File: config.mk
export PLATFORM = sky130hd
export DESIGN_NAME = reg_port_seq_8088
export DESIGN_NICKNAME = d
export VERILOG_FILES = /design/src/rtl/reg_seq_8088_pkg.sv /design/src/rtl/reg_field_map_8088.sv /design/src/rtl/reg_port_seq_8088.sv
export SDC_FILE = /design/constraint.sdc
export NUM_CORES = 1
export LEC_CHECK = 0
export ABC_AREA = 1
export CORE_MARGIN = 4
export CORE_UTILIZATION = 42
export DETAILED_ROUTE_END_ITERATION = 10
export GPL_ROUTABILITY_DRIVEN = 1
export PLACE_DENSITY_LB_ADDON = 0.08
export SYNTH_ARGS = -nofsm -noshare
export SYNTH_HDL_FRONTEND = slang
export SYNTH_SLANG_ARGS = --single-unit
File: constraint.sdc
create_clock -name clk -period 1.7 [get_ports clk]
set_clock_uncertainty 0.2 [all_clocks]
set_input_delay 0.34 -clock clk [delete_from_list [all_inputs] [get_ports clk]]
set_output_delay 0.34 -clock clk [all_outputs]
set_load 0.02 [all_outputs]
File: src/rtl/reg_seq_8088_pkg.sv
// Shared types for the 8088 register-port sequencer: request opcodes,
// sequencer states and the bank write-data formatting helper.
package reg_seq_8088_pkg;

  typedef enum logic [1:0] {
    OP_READ  = 2'b00,
    OP_WRITE = 2'b01,
    OP_XCHG  = 2'b10,
    OP_RSVD  = 2'b11
  } op_e;

  typedef enum logic [2:0] {
    IDLE = 3'd0,
    RD   = 3'd1,
    WR   = 3'd2,
    XR   = 3'd3,
    XA   = 3'd4,
    XB   = 3'd5,
    RSP  = 3'd6
  } state_e;

  // Byte writes carry their payload in the low byte; the bank routes it
  // to the high or low half using bank_select_high_low.
  function automatic logic [15:0] fmt_write(input logic w, input logic [15:0] d);
    return w ? d : {8'h00, d[7:0]};
  endfunction

endpackage

File: src/rtl/reg_field_map_8088.sv
// Translates an 8088 W bit plus 3-bit register field into a bank index,
// size and high/low select, and extracts the addressed byte or word
// from the full 16-bit register read back from the bank.
module reg_field_map_8088
  import reg_seq_8088_pkg::*;
(
  input  logic        w,
  input  logic [2:0]  field,
  input  logic [15:0] rd_data,
  output logic [2:0]  idx,
  output logic        size,
  output logic        sel_high,
  output logic [15:0] ext_data
);

  // Byte fields 4-7 (AH/CH/DH/BH) alias the high halves of registers 0-3.
  assign idx      = w ? field : {1'b0, field[1:0]};
  assign size     = w;
  assign sel_high = ~w & field[2];
  assign ext_data = w ? rd_data
                      : {8'h00, (field[2] ? rd_data[15:8] : rd_data[7:0])};

endmodule

File: src/rtl/reg_port_seq_8088.sv
// Register-port sequencer for register_bank_8088. Accepts READ / WRITE /
// XCHG requests, drives the bank ports and returns read results.
// XCHG support is compiled in only when REG_SEQ_XCHG_EN is defined;
// otherwise op 10 is treated as a reserved op and flagged on err.
module reg_port_seq_8088
  import reg_seq_8088_pkg::*;
(
  input  logic        clk,
  input  logic        reset,
  input  logic        req_valid,
  output logic        req_ready,
  input  logic [1:0]  req_op,
  input  logic        req_w,
  input  logic [2:0]  req_reg_a,
  input  logic [2:0]  req_reg_b,
  input  logic [15:0] req_data,
  output logic        rsp_valid,
  input  logic        rsp_ready,
  output logic [15:0] rsp_data_a,
  output logic [15:0] rsp_data_b,
  output logic        err,
  output logic        bank_en_write,
  output logic [2:0]  bank_reg_write,
  output logic [15:0] bank_write_data,
  output logic [2:0]  bank_reg_read1,
  output logic [2:0]  bank_reg_read2,
  output logic        bank_size,
  output logic        bank_select_high_low,
  input  logic [15:0] bank_read_data1,
  input  logic [15:0] bank_read_data2
);

  state_e      state;
  logic        lat_w;
  logic [2:0]  lat_a;
  logic [2:0]  lat_b;
  logic [15:0] lat_data;

  logic [2:0]  idx_a, idx_b;
  logic        size_a, size_b;
  logic        sel_a, sel_b;
  logic [15:0] ext_a, ext_b;

`ifdef REG_SEQ_XCHG_EN
  logic [15:0] tmp_a;
  logic [15:0] tmp_b;
`endif

  reg_field_map_8088 u_map_a (
    .w        (lat_w),
    .field    (lat_a),
    .rd_data  (bank_read_data1),
    .idx      (idx_a),
    .size     (size_a),
    .sel_high (sel_a),
    .ext_data (ext_a)
  );

  reg_field_map_8088 u_map_b (
    .w        (lat_w),
    .field    (lat_b),
    .rd_data  (bank_read_data2),
    .idx      (idx_b),
    .size     (size_b),
    .sel_high (sel_b),
    .ext_data (ext_b)
  );

  // Ready only in IDLE, and held low for as long as reset is asserted.
  assign req_ready = reset & (state == IDLE);

  // Bank port drive decoded from state so the bank sees the write in the
  // very cycle the state is entered; idle ports are held at zero.
  always_comb begin
    bank_en_write        = 1'b0;
    bank_reg_write       = 3'd0;
    bank_write_data      = 16'h0000;
    bank_reg_read1       = 3'd0;
    bank_reg_read2       = 3'd0;
    bank_size            = 1'b0;
    bank_select_high_low = 1'b0;
    case (state)
      RD: begin
        bank_reg_read1 = idx_a;
        bank_reg_read2 = idx_b;
      end
      WR: begin
        bank_en_write        = 1'b1;
        bank_reg_write       = idx_a;
        bank_write_data      = fmt_write(lat_w, lat_data);
        bank_size            = size_a;
        bank_select_high_low = sel_a;
      end
`ifdef REG_SEQ_XCHG_EN
      XR: begin
        bank_reg_read1 = idx_a;
        bank_reg_read2 = idx_b;
      end
      XA: begin
        bank_en_write        = 1'b1;
        bank_reg_write       = idx_a;
        bank_write_data      = fmt_write(lat_w, tmp_b);
        bank_size            = size_a;
        bank_select_high_low = sel_a;
      end
      XB: begin
        bank_en_write        = 1'b1;
        bank_reg_write       = idx_b;
        bank_write_data      = fmt_write(lat_w, tmp_a);
        bank_size            = size_b;
        bank_select_high_low = sel_b;
      end
`endif
      default: ;
    endcase
  end

  // Sequencer FSM: request latch, state advance, response and err registers.
  always_ff @(posedge clk or negedge reset) begin
    if (!reset) begin
      state      <= IDLE;
      lat_w      <= 1'b0;
      lat_a      <= 3'd0;
      lat_b      <= 3'd0;
      lat_data   <= 16'h0000;
      rsp_valid  <= 1'b0;
      rsp_data_a <= 16'h0000;
      rsp_data_b <= 16'h0000;
      err        <= 1'b0;
`ifdef REG_SEQ_XCHG_EN
      tmp_a      <= 16'h0000;
      tmp_b      <= 16'h0000;
`endif
    end else begin
      err <= 1'b0;
      case (state)
        IDLE: begin
          if (req_valid) begin
            lat_w    <= req_w;
            lat_a    <= req_reg_a;
            lat_b    <= req_reg_b;
            lat_data <= req_data;
            case (op_e'(req_op))
              OP_READ:  state <= RD;
              OP_WRITE: state <= WR;
`ifdef REG_SEQ_XCHG_EN
              OP_XCHG:  state <= XR;
`endif
              default:  err   <= 1'b1;
            endcase
          end
        end
        RD: begin
          rsp_data_a <= ext_a;
          rsp_data_b <= ext_b;
          rsp_valid  <= 1'b1;
          state      <= RSP;
        end
        WR: state <= IDLE;
`ifdef REG_SEQ_XCHG_EN
        XR: begin
          tmp_a <= ext_a;
          tmp_b <= ext_b;
          state <= XA;
        end
        XA: state <= XB;
        XB: begin
          rsp_data_a <= tmp_a;
          rsp_data_b <= tmp_b;
          rsp_valid  <= 1'b1;
          state      <= RSP;
        end
`endif
        RSP: begin
          if (rsp_ready) begin
            rsp_valid <= 1'b0;
            state     <= IDLE;
          end
        end
        default: state <= IDLE;
      endcase
    end
  end

endmodule

==> results.rst, run 1 <==
.. list-table::
   :header-rows: 1

   * - Metric
     - Value
   * - Areal power density over the cells
     - about 1700 nW/um^2
   * - Worst hold slack
     - between 0.02 and 0.025 ns
   * - Total length of routed wires
     - between 7000 and 8000 um
   * - Clk slew on worst S/H paths
     - ~0.070 ns
   * - Peak fanout along the critical path
     - 9
   * - Combinational Power Share
     - between 50% and 60%
   * - Endpoint kind of the worst setup timing path
     - primary output
   * - Period Utilization, post-route
     - 118%
   * - Clock Sink Count
     - 60
   * - Initial standard-cell utilization of the core
     - 43.7%
   * - Share of total power consumed by net switching
     - between 40% and 50%
   * - Share of power burned in the clock network
     - between 10% and 20%
   * - Utilization of the core after routing
     - a little over two thirds
   * - Number of top-level pins
     - 124
   * - Most frequent cells in the layout
     - sky130_fd_sc_hd__nand2_1 (111), sky130_fd_sc_hd__inv_1 (64), sky130_fd_sc_hd__dfrtp_1 (60), sky130_fd_sc_hd__clkdlybuf4s50_1 (59), sky130_fd_sc_hd__buf_4 (39)
   * - Root cell of the clock tree
     - sky130_fd_sc_hd__clkbuf_8
   * - Max Cap Violations
     - 0
   * - Post-Syn Instances
     - 350
   * - GP Congestion
     - between 0.8 and 0.9
   * - Failing checks
     - negative setup slack
   * - Cell types occupying the most area after synthesis
     - sky130_fd_sc_hd__dfrtp_1 (53%), sky130_fd_sc_hd__nand2_1 (15%), sky130_fd_sc_hd__inv_1 (8.6%), sky130_fd_sc_hd__o21ai_0 (5.0%), sky130_fd_sc_hd__nor2_1 (3.9%)
   * - Antenna violations before repair
     - 0
   * - CTS tree
     - done
   * - NumNets Final
     - roughly 560
   * - Part of the total power dissipated in sequential elements
     - ~30%
   * - Unrepaired setup endpoints after global routing
     - true
   * - Placed instance area
     - approximately 4300 sq um
   * - Post-detailed-route count of antenna-violating nets
     - 0
   * - Final Max Tran Viols
     - 0
   * - Count of standard-cell rows
     - 29
   * - Detailed Place HPWL
     - approximately 5600 um
   * - Via count of the first global-routing pass
     - 2593
   * - Launching element type of the critical path
     - flip-flop
   * - Result of the run
     - complete, but fails checks
   * - Die Area
     - approximately 8000 sq um
   * - Clock insertion delay at the later pin of the skew report
     - 0.33 ns
   * - Overflow after GRT
     - 0
   * - Number of buffers added by the clock tree synthesis step
     - 9
   * - Cell taking the most area after synthesis
     - sky130_fd_sc_hd__dfrtp_1
   * - Multi-input combinational cell area
     - around 1100 sq um
   * - Via count
     - 2649
   * - Starting DRT DRC Count
     - 47
   * - Type of the worst setup path
     - flip-flop to primary output
   * - Setup slack after layout
     - -0.298 ns
   * - Post-cts hold buffer count
     - 0
   * - Sequential area share after synthesis
     - 53.5%
   * - Transition at the pin with the smallest max-transition slack
     - around 0.77 ns
   * - Worst hold-check path type
     - input port to asynchronous set/reset pin
   * - Minimum clock period after layout
     - 2.00 ns
   * - Worst IR drop on VDD
     - 1050 uV
   * - Mean area per synthesized cell
     - 8.02 sq um
   * - Antenna Cells
     - 0
   * - Proportion of layout cells with a drive suffix above 1
     - roughly 22%
   * - Maximum buffer depth of the clock tree
     - 2
   * - Fillers
     - ~550
   * - FF/Latch Area
     - about 1500 sq um
   * - Chip width
     - around 90 um
   * - Leakage power summed over all cells
     - 2.40 nW
   * - Syn-to-layout area delta
     - 61.0%
   * - Global-route usage over all layers
     - between 10% and 20%
   * - Fraction of synthesized cell area taken by the top area cell type
     - 53.5%
   * - Number of iterations in the first detailed-routing pass
     - 4
   * - Post-DR wirelength/cell
     - 13.2 um
   * - Placeable core region
     - 6420 sq um
   * - Final design area excluding fillers
     - roughly 4500 sq um
   * - Height of the die
     - 89.7 um
   * - Total of buffers placed on input and output ports
     - between 100 and 150
   * - Hold Violations, Final
     - 0
   * - Wire length of the first global-routing pass
     - approximately 13000 um
   * - Number of library cell types mapped by synthesis
     - 21
   * - Worst EP required
     - around 1.2 ns
   * - Sum Neg Setup Slack
     - -6.39 ns
   * - Remaining DRCs
     - 0
   * - Net Switching
     - approximately 3.2 mW
   * - Count of yosys warnings during synthesis
     - 0
   * - Peak Freq
     - 500 MHz
   * - Synth Net Count
     - 411
   * - Maximum number of pins on one net before global-route repair
     - just over 60
   * - Htree depth
     - 3
   * - Overall power after layout
     - between 7 and 8 mW
   * - Worst endpoint data arrival time
     - roughly 1.5 ns
   * - Number of setup violations in the final report
     - 29
   * - Synthesized flop and latch total
     - 60
   * - Relative slew margins
     - about half
   * - Commonest non-fill, non-tap cell in the layout
     - sky130_fd_sc_hd__nand2_1
   * - Internal
     - between 4 and 5 mW
   * - Post-synth design cell area
     - around 2800 sq um
   * - Vias per cell
     - 4.57
cell usage after synthesis, drive strengths merged:
cell and number:
nand2 115, nand4 1, dfrtp 60, nand3 18, buf 11, nor2 35
o21ai 41, nor3 2, inv 66, clkinv 1
sequential cells by signal, summed over array words and instances, names as in the netlist:
signal and cells:
rsp_data_b 16, lat_w 1, rsp_data_a 16, rsp_valid 1
lat_b 3, state 3, lat_data 16, lat_a 3
err 1
logic make-up after synthesis:
kind of cell           after synthesis  share of synthesized area (%)
AND/OR/NAND/NOR                    171                           25.8
buffers and inverters               78                           12.3
flip-flops                          60                           53.5
AO/OA/AOI/OAI                       41                           8.38
path summary, 6_finish.rpt:
check                              start           endpoint  slack (ns)  cells past startpoint
hold / removal                     reset      rsp_data_a[8]        0.02                      2
min in group clk           rsp_data_a[0]      rsp_data_a[0]        0.27                      2
hold reg to reg            rsp_data_a[0]      rsp_data_a[0]        0.27                      2
setup reg to reg                state[0]       lat_data[10]        0.06                      8
setup / recovery                state[0]  bank_reg_write[2]       -0.30                      6
max in group asynchronous          reset       lat_data[15]        0.77                      2
routing by layer:
layer,vias up,GRT usage [%],share of wire [%]
met3,16,5.43,8.0
met5,-,0,0
met2,89,31.2,48
met1,1200,23.6,42
li1,1344,-,-
met4,0,8.81,2.6
power groups by stage:
stage | logic, mW | registers (mW) | clock network (mW)
detailed placement | 4.05 | 2.35 | 0
global route | 4.39 | 2.37 | 1.49
CTS | 3.93 | 2.32 | 1.43
global placement | 3.97 | 2.34 | 0
floorplan | 1.96 | 2.73 | 0
finish | 4.00 | 2.31 | 1.40
layout make-up:
class,count,area share [%]
clock buffers,11,3.13
clock inverters,5,1.66
inverters,67,5.68
multi-input cells,212,24.3
flip-flops and latches,60,33.2
well taps,77,2.13
repair buffers,148,29.8
metrics by stage:
stage               cells  setup WS, ns
global placement      560        -0.398
global route          580        -0.379
detailed placement    560        -0.429
finish                580        -0.298
CTS                   578        -0.293
floorplan             350       -0.0495
critical path: stages, from the launching register on:
cell and delay, ns:
sky130_fd_sc_hd__dfrtp_1 0.38, sky130_fd_sc_hd__nor2_2 0.15, sky130_fd_sc_hd__nand2_2 0.10, sky130_fd_sc_hd__nor2_4 0.15, sky130_fd_sc_hd__inv_6 0.10, sky130_fd_sc_hd__nor2_4 0.10
sky130_fd_sc_hd__buf_4 0.14
what timing repair did:
item                       CTS  global route
resized for setup          189            18
pin swaps                    4             0
buffers inserted             3             2
setup endpoints to repair   63            45
No activity file was read; power rests on OpenSTA's default activity.
==> inputs of run 2 (changes only) <==
ABC_AREA = 0   (was 1)
CORE_ASPECT_RATIO = 1.25   (was not set)
==> results.rst, run 2 <==
.. list-table::
   :header-rows: 1

   * - Metric
     - Value
   * - FF-to-FF setup slack
     - -0.27 ns
   * - Post-DR wirelength/cell
     - approximately 17 um
   * - GP Congestion
     - ~0.79
   * - Clock insertion delay at the later pin of the skew report
     - 0.34 ns
   * - Pre-CTS setup slack
     - -0.513 ns
   * - Post-synth design cell area
     - ~2800 sq um
   * - GRT met3 Usage
     - between 5 and 6%
   * - Max Cap Violations
     - 0
   * - Worst reg2reg path depth
     - 7
   * - Post-detailed-route count of antenna-violating nets
     - 0
   * - Peak Freq
     - between 400 and 500 MHz
   * - Fraction of registers with async set or reset after synthesis
     - 100%
   * - Post-synthesis share of cell area spent on xor and xnor gates
     - 0%
   * - Global-route usage over all layers
     - between 20% and 30%
   * - Number of library cell types mapped by synthesis
     - 29
   * - Number of iterations in the first detailed-routing pass
     - 4
   * - Number of enable flip-flop cells after synthesis
     - 0
   * - Worst hold-check path type
     - input port to asynchronous set/reset pin
   * - Starting DRT DRC Count
     - between 80 and 90
   * - Synthesized flop and latch total
     - 60
   * - Maximum buffer depth of the clock tree
     - 2
   * - Height of the die
     - 99.4 um
   * - Fillers
     - between 500 and 600
   * - Count of standard-cell rows
     - 33
   * - Transition at the pin with the smallest max-transition slack
     - ~0.76 ns
   * - Hold Violations, Final
     - 4
   * - Mean area per synthesized cell
     - 11.6 sq um
   * - Via count of the first global-routing pass
     - about 2600
   * - Areal power density over the cells
     - approximately 1200 nW/um^2
   * - Cell types occupying the most area after synthesis
     - sky130_fd_sc_hd__dfrtp_1 (53%), sky130_fd_sc_hd__mux2_4 (11%), sky130_fd_sc_hd__nand2_1 (6.7%), sky130_fd_sc_hd__mux2i_1 (5.7%), sky130_fd_sc_hd__and2_1 (5.6%)
   * - Clk slew on worst S/H paths
     - approximately 0.07 ns
   * - Most frequent cells in the layout
     - sky130_fd_sc_hd__clkdlybuf4s50_1 (59), sky130_fd_sc_hd__dfrtp_1 (58), sky130_fd_sc_hd__nand2_1 (42), sky130_fd_sc_hd__buf_6 (34), sky130_fd_sc_hd__dlygate4sd2_1 (34)
   * - Total length of routed wires
     - 8570 um
   * - Type of the worst setup path
     - flip-flop to primary output
   * - Commonest non-fill, non-tap cell in the layout
     - sky130_fd_sc_hd__clkdlybuf4s50_1
   * - Minimum clock period after layout
     - 2.12 ns
   * - Main combinational cell family by area after synthesis
     - simple AND/OR/NAND/NOR gates
   * - Overflow after GRT
     - 0
   * - Unrepaired setup endpoints after global routing
     - true
   * - Result of the run
     - complete, but fails checks
   * - Biggest regs
     - lat_data (16), rsp_data_a (16), rsp_data_b (16)
   * - Htree depth
     - 3
   * - Detailed Place HPWL
     - 5050 um
   * - Count of yosys warnings during synthesis
     - 0
   * - Worst hold slack
     - -0.00555 ns
   * - Fraction of synthesized cell area taken by the top area cell type
     - 53.5%
   * - Origin of the critical flop-to-flop path
     - state[1]
   * - Leakage power summed over all cells
     - 2.36 nW
   * - Post-synthesis share of cell area spent on full adders, half adders and majority gates
     - 0%
   * - Count leader, synth
     - sky130_fd_sc_hd__dfrtp_1
   * - Via count
     - 2465
   * - Period Utilization, post-route
     - 125%
   * - Area fraction in compound gates after synthesis
     - under 10%
   * - Maximum number of pins on one net before global-route repair
     - 61
   * - Cell taking the most area after synthesis
     - sky130_fd_sc_hd__dfrtp_1
   * - Vias per cell
     - about 5
   * - Top cells by instance count after synthesis
     - sky130_fd_sc_hd__dfrtp_1 (60), sky130_fd_sc_hd__nand2_1 (50), sky130_fd_sc_hd__and2_1 (25)
   * - Proportion of layout cells with a drive suffix above 1
     - ~38%
   * - Failing checks
     - negative hold slack, negative setup slack
   * - Sequential area share after synthesis
     - 53.5%
   * - Launching element type of the critical path
     - flip-flop
   * - Met1 layer usage reported by global route
     - a little over a quarter
   * - Ys flop type
     - sky130_fd_sc_hd__dfrtp_1
   * - Number of setup violations in the final report
     - 58
   * - Startpoint of the most critical setup path
     - state[1]
   * - Worst IR drop on VDD
     - 579 uV
   * - Endpoint kind of the worst setup timing path
     - primary output
   * - Remaining DRCs
     - 0
   * - Syn-to-layout area delta
     - 70.9%
   * - Total of buffers placed on input and output ports
     - roughly 120
   * - CTS tree
     - done
   * - Wire length of the first global-routing pass
     - about 13000 um
   * - Worst endpoint data arrival time
     - between 1.5 and 2 ns
   * - Post-Syn Instances
     - between 200 and 250
   * - Die Area
     - slightly above 8000 sq um
   * - Placeable core region
     - about 6500 sq um
   * - Antenna Cells
     - 0
   * - Global routing met2 resource utilization
     - between 30% and 40%
   * - Multiplexer fraction of the synthesized cell area
     - around 18%
   * - Post-cts hold buffer count
     - 0
   * - Synth Net Count
     - about 300
   * - Peak fanout along the critical path
     - 5
   * - Chip width
     - around 80 um
   * - Synthesized-area fraction occupied by and/or/nand/nor cells
     - between 10% and 20%
   * - Relative slew margins
     - approximately 50%
   * - Clock Sink Count
     - 60
   * - Worst EP required
     - between 1 and 1.5 ns
   * - Endpoint of the worst register-to-register path
     - lat_data[11]
   * - Count of placed standard cells including taps
     - around 460
   * - Number of buffers added by the clock tree synthesis step
     - 9
   * - NumNets Final
     - between 400 and 500
   * - Setup slack after layout
     - -0.421 ns
   * - Root cell of the clock tree
     - sky130_fd_sc_hd__clkbuf_8
   * - Initial standard-cell utilization of the core
     - between 40 and 50%
   * - Number of top-level pins
     - 124
   * - Capture point of the worst path
     - bank_write_data[10]
   * - Antenna violations before repair
     - 0
   * - Final Max Tran Viols
     - 0
   * - Cell Count, Final, Fillers Out
     - between 400 and 500
   * - Most used routing layer in global routing
     - met2
==> run 2: changes by cell type after synthesis, moves of 4 or more <==
cell,previous run,this run
sky130_fd_sc_hd__and2_1,0,25
sky130_fd_sc_hd__buf_2,3,7
sky130_fd_sc_hd__inv_1,64,2
sky130_fd_sc_hd__mux2_4,0,20
sky130_fd_sc_hd__mux2i_1,0,16
sky130_fd_sc_hd__nand2_1,113,50
sky130_fd_sc_hd__nor2_1,29,0
sky130_fd_sc_hd__nor2_2,4,0
sky130_fd_sc_hd__o21ai_0,28,16
sky130_fd_sc_hd__o21ai_1,5,0
sky130_fd_sc_hd__o21ai_2,8,0
==> run 2: cell type report <==
type | instances | area [sq um] | share of cell area [%]
clock inverters | 3 | 67.6 | 1.41
clock buffers | 13 | 169 | 3.52
well taps | 87 | 109 | 2.27
repair buffers | 156 | 1580 | 33.0
flip-flops and latches | 60 | 1500 | 31.4
multi-input cells | 171 | 1360 | 28.3
inverters | 2 | 7.51 | 0.156
==> run 2: cells by family after synthesis <==
family          after synthesis
buf+inv                      19
flops                        60
compound gates               20
simple gates                105
mux                          39
==> run 2: routing by layer <==
metal | routed length, um | up-vias
li1 | - | 1150
met1 | 3300 | 1200
met2 | 4500 | 105
met3 | 641 | 10
met4 | 129 | 0
met5 | 0 | -
==> run 2: worst min-delay path by stage <==
stage | from | to | slack (ns) | depth (start not counted)
final | reset | rsp_data_b[15] | -0.006 | 2
after global routing | reset | rsp_data_b[15] | 0.07 | 2
after CTS | reset | rsp_data_b[15] | 0.03 | 2
after detailed placement | rsp_data_a[14] | rsp_data_a[14] | 0.26 | 2
after global placement | rsp_data_a[10] | rsp_data_a[10] | 0.25 | 2
after floorplan | reset | err | -0.16 | 0
==> run 2: report_power, final <==
group	total (mW)	switching, mW	internal [mW]
clock	1.52	0.574	0.947
combinational	2.04	1.02	1.01
sequential	2.04	0.220	1.82
total	5.60	1.82	3.78
==> run 2: per-stage QoR <==
step                area [sq um]  power [mW]  TNS (ns)  hold WS (ns)  util, %
floorplan                   2840        3.06     -1.73        -0.156        -
global placement            4200        4.04    -18.97         0.250     64.4
detailed placement          4200        4.08    -21.49         0.255     64.4
finish                      4800        5.60    -15.84      -0.00555     73.5
global route                4800        5.88    -18.82        0.0708     73.5
CTS                         4690        5.55    -15.64        0.0342     71.8
==> run 2: worst max-delay path: stages (launching register included) <==
cell and delay [ns]:
sky130_fd_sc_hd__dfrtp_1 0.36, sky130_fd_sc_hd__inv_2 0.08, sky130_fd_sc_hd__nor4b_4 0.36, sky130_fd_sc_hd__buf_4 0.21
sky130_fd_sc_hd__and2_4 0.14, sky130_fd_sc_hd__buf_6 0.11
==> run 2: timing repair <==
action,4_1_cts,5_1_grt
endpoints found under the setup margin,119,83
buffers inserted,8,4
pin swaps,16,18
cloned,8,3
gates resized for setup,249,34
==> inputs of run 3 (changes only) <==
CELL_PAD_IN_SITES_DETAIL_PLACEMENT = 2   (was not set)
CELL_PAD_IN_SITES_GLOBAL_PLACEMENT = 2   (was not set)
CORE_UTILIZATION = 25   (was 42)
==> results.rst, run 3 (same netlist as run 2, synthesis figures left out) <==
.. list-table::
   :header-rows: 1

   * - Metric
     - Value
   * - Leakage power summed over all cells
     - approximately 2.4 nW
   * - Number of top-level pins
     - between 100 and 150
   * - Antenna violations before repair
     - 0
   * - Overall power after layout
     - between 5 and 6 mW
   * - Unrepaired setup endpoints after global routing
     - true
   * - Type of the worst setup path
     - flip-flop to primary output
   * - Critical-path cell list
     - nor4b_4 -> buf_4 -> and2_4 -> buf_6
   * - Max Cap Violations
     - 0
   * - Proportion of layout cells with a drive suffix above 1
     - a little under two fifths
   * - Count of standard-cell rows
     - 43
   * - CP max stage delay
     - ~0.46 ns
   * - Placeable core region
     - approximately 11000 sq um
   * - Maximum buffer depth of the clock tree
     - 2
   * - Areal power density over the cells
     - between 1000 and 1500 nW/um^2
   * - Htree depth
     - 3
   * - Global-route usage over all layers
     - between 15 and 20%
   * - Library cell contributing the largest single delay on the critical path
     - sky130_fd_sc_hd__dfrtp_2
   * - Chip width
     - a little over 100 um
   * - Transition at the pin with the smallest max-transition slack
     - 0.806 ns
   * - Fillers
     - 1172
   * - NumNets Final
     - approximately 470
   * - Number of iterations in the first detailed-routing pass
     - 4
   * - Detailed Place HPWL
     - between 6000 and 7000 um
   * - Root cell of the clock tree
     - sky130_fd_sc_hd__clkbuf_16
   * - Endpoint kind of the worst setup timing path
     - primary output
   * - Startpoint of the most critical setup path
     - state[0]
   * - Hold Violations, Final
     - 0
   * - Number of logic stages on the critical path including buffering
     - 4
   * - Via count of the first global-routing pass
     - between 2000 and 3000
   * - Number of setup violations in the final report
     - 84
   * - Worst hold-check path type
     - input port to asynchronous set/reset pin
   * - Final Max Tran Viols
     - 0
   * - Endpoint of the worst register-to-register path
     - lat_b[0]
   * - Starting DRT DRC Count
     - 31
   * - Failing checks
     - negative setup slack
   * - Antenna Cells
     - 0
   * - Commonest non-fill, non-tap cell in the layout
     - sky130_fd_sc_hd__clkdlybuf4s50_1
   * - Clock insertion delay at the later pin of the skew report
     - 0.32 ns
   * - Capture point of the worst path
     - bank_reg_write[2]
   * - Relative slew margins
     - ~46%
   * - Number of buffer and inverter instances along the worst setup path
     - 2
   * - Total of buffers placed on input and output ports
     - roughly 120
   * - Via count
     - between 2000 and 3000
   * - Height of the die
     - around 130 um
   * - Worst EP required
     - ~1.2 ns
   * - Vias per cell
     - 4.59
   * - Peak Freq
     - 461 MHz
   * - Critical path's top delay family
     - simple AND/OR/NAND/NOR gates
   * - Overflow after GRT
     - 0
   * - FF-to-FF setup slack
     - -0.33 ns
   * - Worst hold slack
     - about 0.043 ns
   * - Syn-to-layout area delta
     - 77.7%
   * - Post-detailed-route count of antenna-violating nets
     - 0
   * - Post-DR wirelength/cell
     - approximately 19 um
   * - Result of the run
     - complete, but fails checks
   * - Clk slew on worst S/H paths
     - 0.05 ns
   * - Most frequent cells in the layout
     - sky130_fd_sc_hd__clkdlybuf4s50_1 (59), sky130_fd_sc_hd__dfrtp_1 (58), sky130_fd_sc_hd__nand2_1 (50), sky130_fd_sc_hd__dlygate4sd2_1 (34), sky130_fd_sc_hd__buf_6 (32)
   * - CTS tree
     - done
   * - Total length of routed wires
     - 10300 um
   * - Pre-CTS setup slack
     - -0.559 ns
   * - Minimum clock period after layout
     - between 2 and 2.5 ns
   * - Sum Neg Setup Slack
     - -22.88 ns
   * - Biggest regs
     - lat_data (16), rsp_data_a (16), rsp_data_b (16)
   * - Maximum number of pins on one net before global-route repair
     - 61
   * - Peak fanout along the critical path
     - 5
   * - Worst reg2reg path depth
     - 7
   * - Clock Sink Count
     - 60
   * - Wire length of the first global-routing pass
     - ~16000 um
   * - Number of buffers added by the clock tree synthesis step
     - 9
   * - Post-cts hold buffer count
     - 0
   * - Launching element type of the critical path
     - flip-flop
   * - Die Area
     - 13000 sq um
   * - Worst endpoint data arrival time
     - 1.63 ns
   * - Origin of the critical flop-to-flop path
     - state[1]
   * - Period Utilization, post-route
     - 128%
   * - Setup slack after layout
     - -0.469 ns
   * - GP Congestion
     - 0.684
   * - Remaining DRCs
     - 0
   * - Worst IR drop on VDD
     - between 500 and 600 uV
   * - Initial standard-cell utilization of the core
     - roughly 25%
-- run 3: changes by cell type in the layout (fill, tap and decap cells not counted), moves of 4 or more --
cell / previous run / this run
sky130_fd_sc_hd__and2_2: 0 / 9
sky130_fd_sc_hd__clkbuf_16: 0 / 9
sky130_fd_sc_hd__clkbuf_8: 12 / 3
sky130_fd_sc_hd__and2_4: 24 / 16
sky130_fd_sc_hd__nand2_1: 42 / 50
sky130_fd_sc_hd__nand2_2: 8 / 0
sky130_fd_sc_hd__or3b_4: 8 / 1
sky130_fd_sc_hd__buf_4: 20 / 26
sky130_fd_sc_hd__o21ai_1: 14 / 8
sky130_fd_sc_hd__clkdlybuf4s15_2: 0 / 4
sky130_fd_sc_hd__o21ai_0: 1 / 5
-- run 3: worst reg2reg max path: stages (launching register included) --
cell                      delay, ns
sky130_fd_sc_hd__dfrtp_1       0.40
sky130_fd_sc_hd__buf_4         0.16
sky130_fd_sc_hd__buf_4         0.15
sky130_fd_sc_hd__nor3_4        0.21
sky130_fd_sc_hd__and2_4        0.23
sky130_fd_sc_hd__buf_12        0.12
sky130_fd_sc_hd__buf_12        0.11
sky130_fd_sc_hd__mux2_2        0.34
-- run 3: through the flow --
step	std cells	utilization (%)	instance area (sq um)
after global placement	509	39.0	4310
after global routing	547	45.2	4990
final	547	45.2	4990
after CTS	542	44.6	4920
after detailed placement	509	39.0	4310
after floorplan	243	-	2840
-- run 3: repair_timing --
item,in CTS,in global routing
buffers inserted,10,7
pin swaps,9,8
setup endpoints to repair,114,84
resized for setup,210,41
gates cloned,7,1
-- run 3: layout make-up --
cell class | count | area, sq um | area share, %
sequential | 60 | 1500 | 30.1
tap | 135 | 169 | 3.39
clock buffer | 15 | 278 | 5.57
inverter | 2 | 7.51 | 0.150
timing repair buffer | 170 | 1760 | 35.3
clock inverter | 1 | 5.00 | 0.100
multi-input combinational | 164 | 1260 | 25.4
-- run 3: how the worst min path moves through the flow --
stage | start | to | slack (ns) | cells after the start
finish | reset | rsp_data_b[6] | 0.04 | 2
global route | reset | rsp_data_b[6] | 0.12 | 2
CTS | reset | rsp_data_b[6] | 0.09 | 2
detailed placement | rsp_data_b[13] | rsp_data_b[13] | 0.26 | 2
global placement | rsp_data_a[11] | rsp_data_a[11] | 0.25 | 2
floorplan | reset | err | -0.16 | 0
-- run 3: power breakdown --
| group | switching [mW] | internal, mW | leakage (nW) | total [mW] |
|---|---|---|---|---|
| clock | 0.618 | 1.10 | 0.140 | 1.72 |
| combinational | 1.06 | 1.01 | 1.58 | 2.07 |
| sequential | 0.228 | 1.82 | 0.728 | 2.05 |
-- run 3: routing by layer --
layer / vias to the layer above / routed length, um / GRT usage (%)
li1: 1154 / - / -
met1: 1259 / 4050 / 19.4
met2: 84 / 5480 / 29.3
met3: 12 / 657 / 4.07
met4: 0 / 155 / 5.72
met5: - / 0 / 0
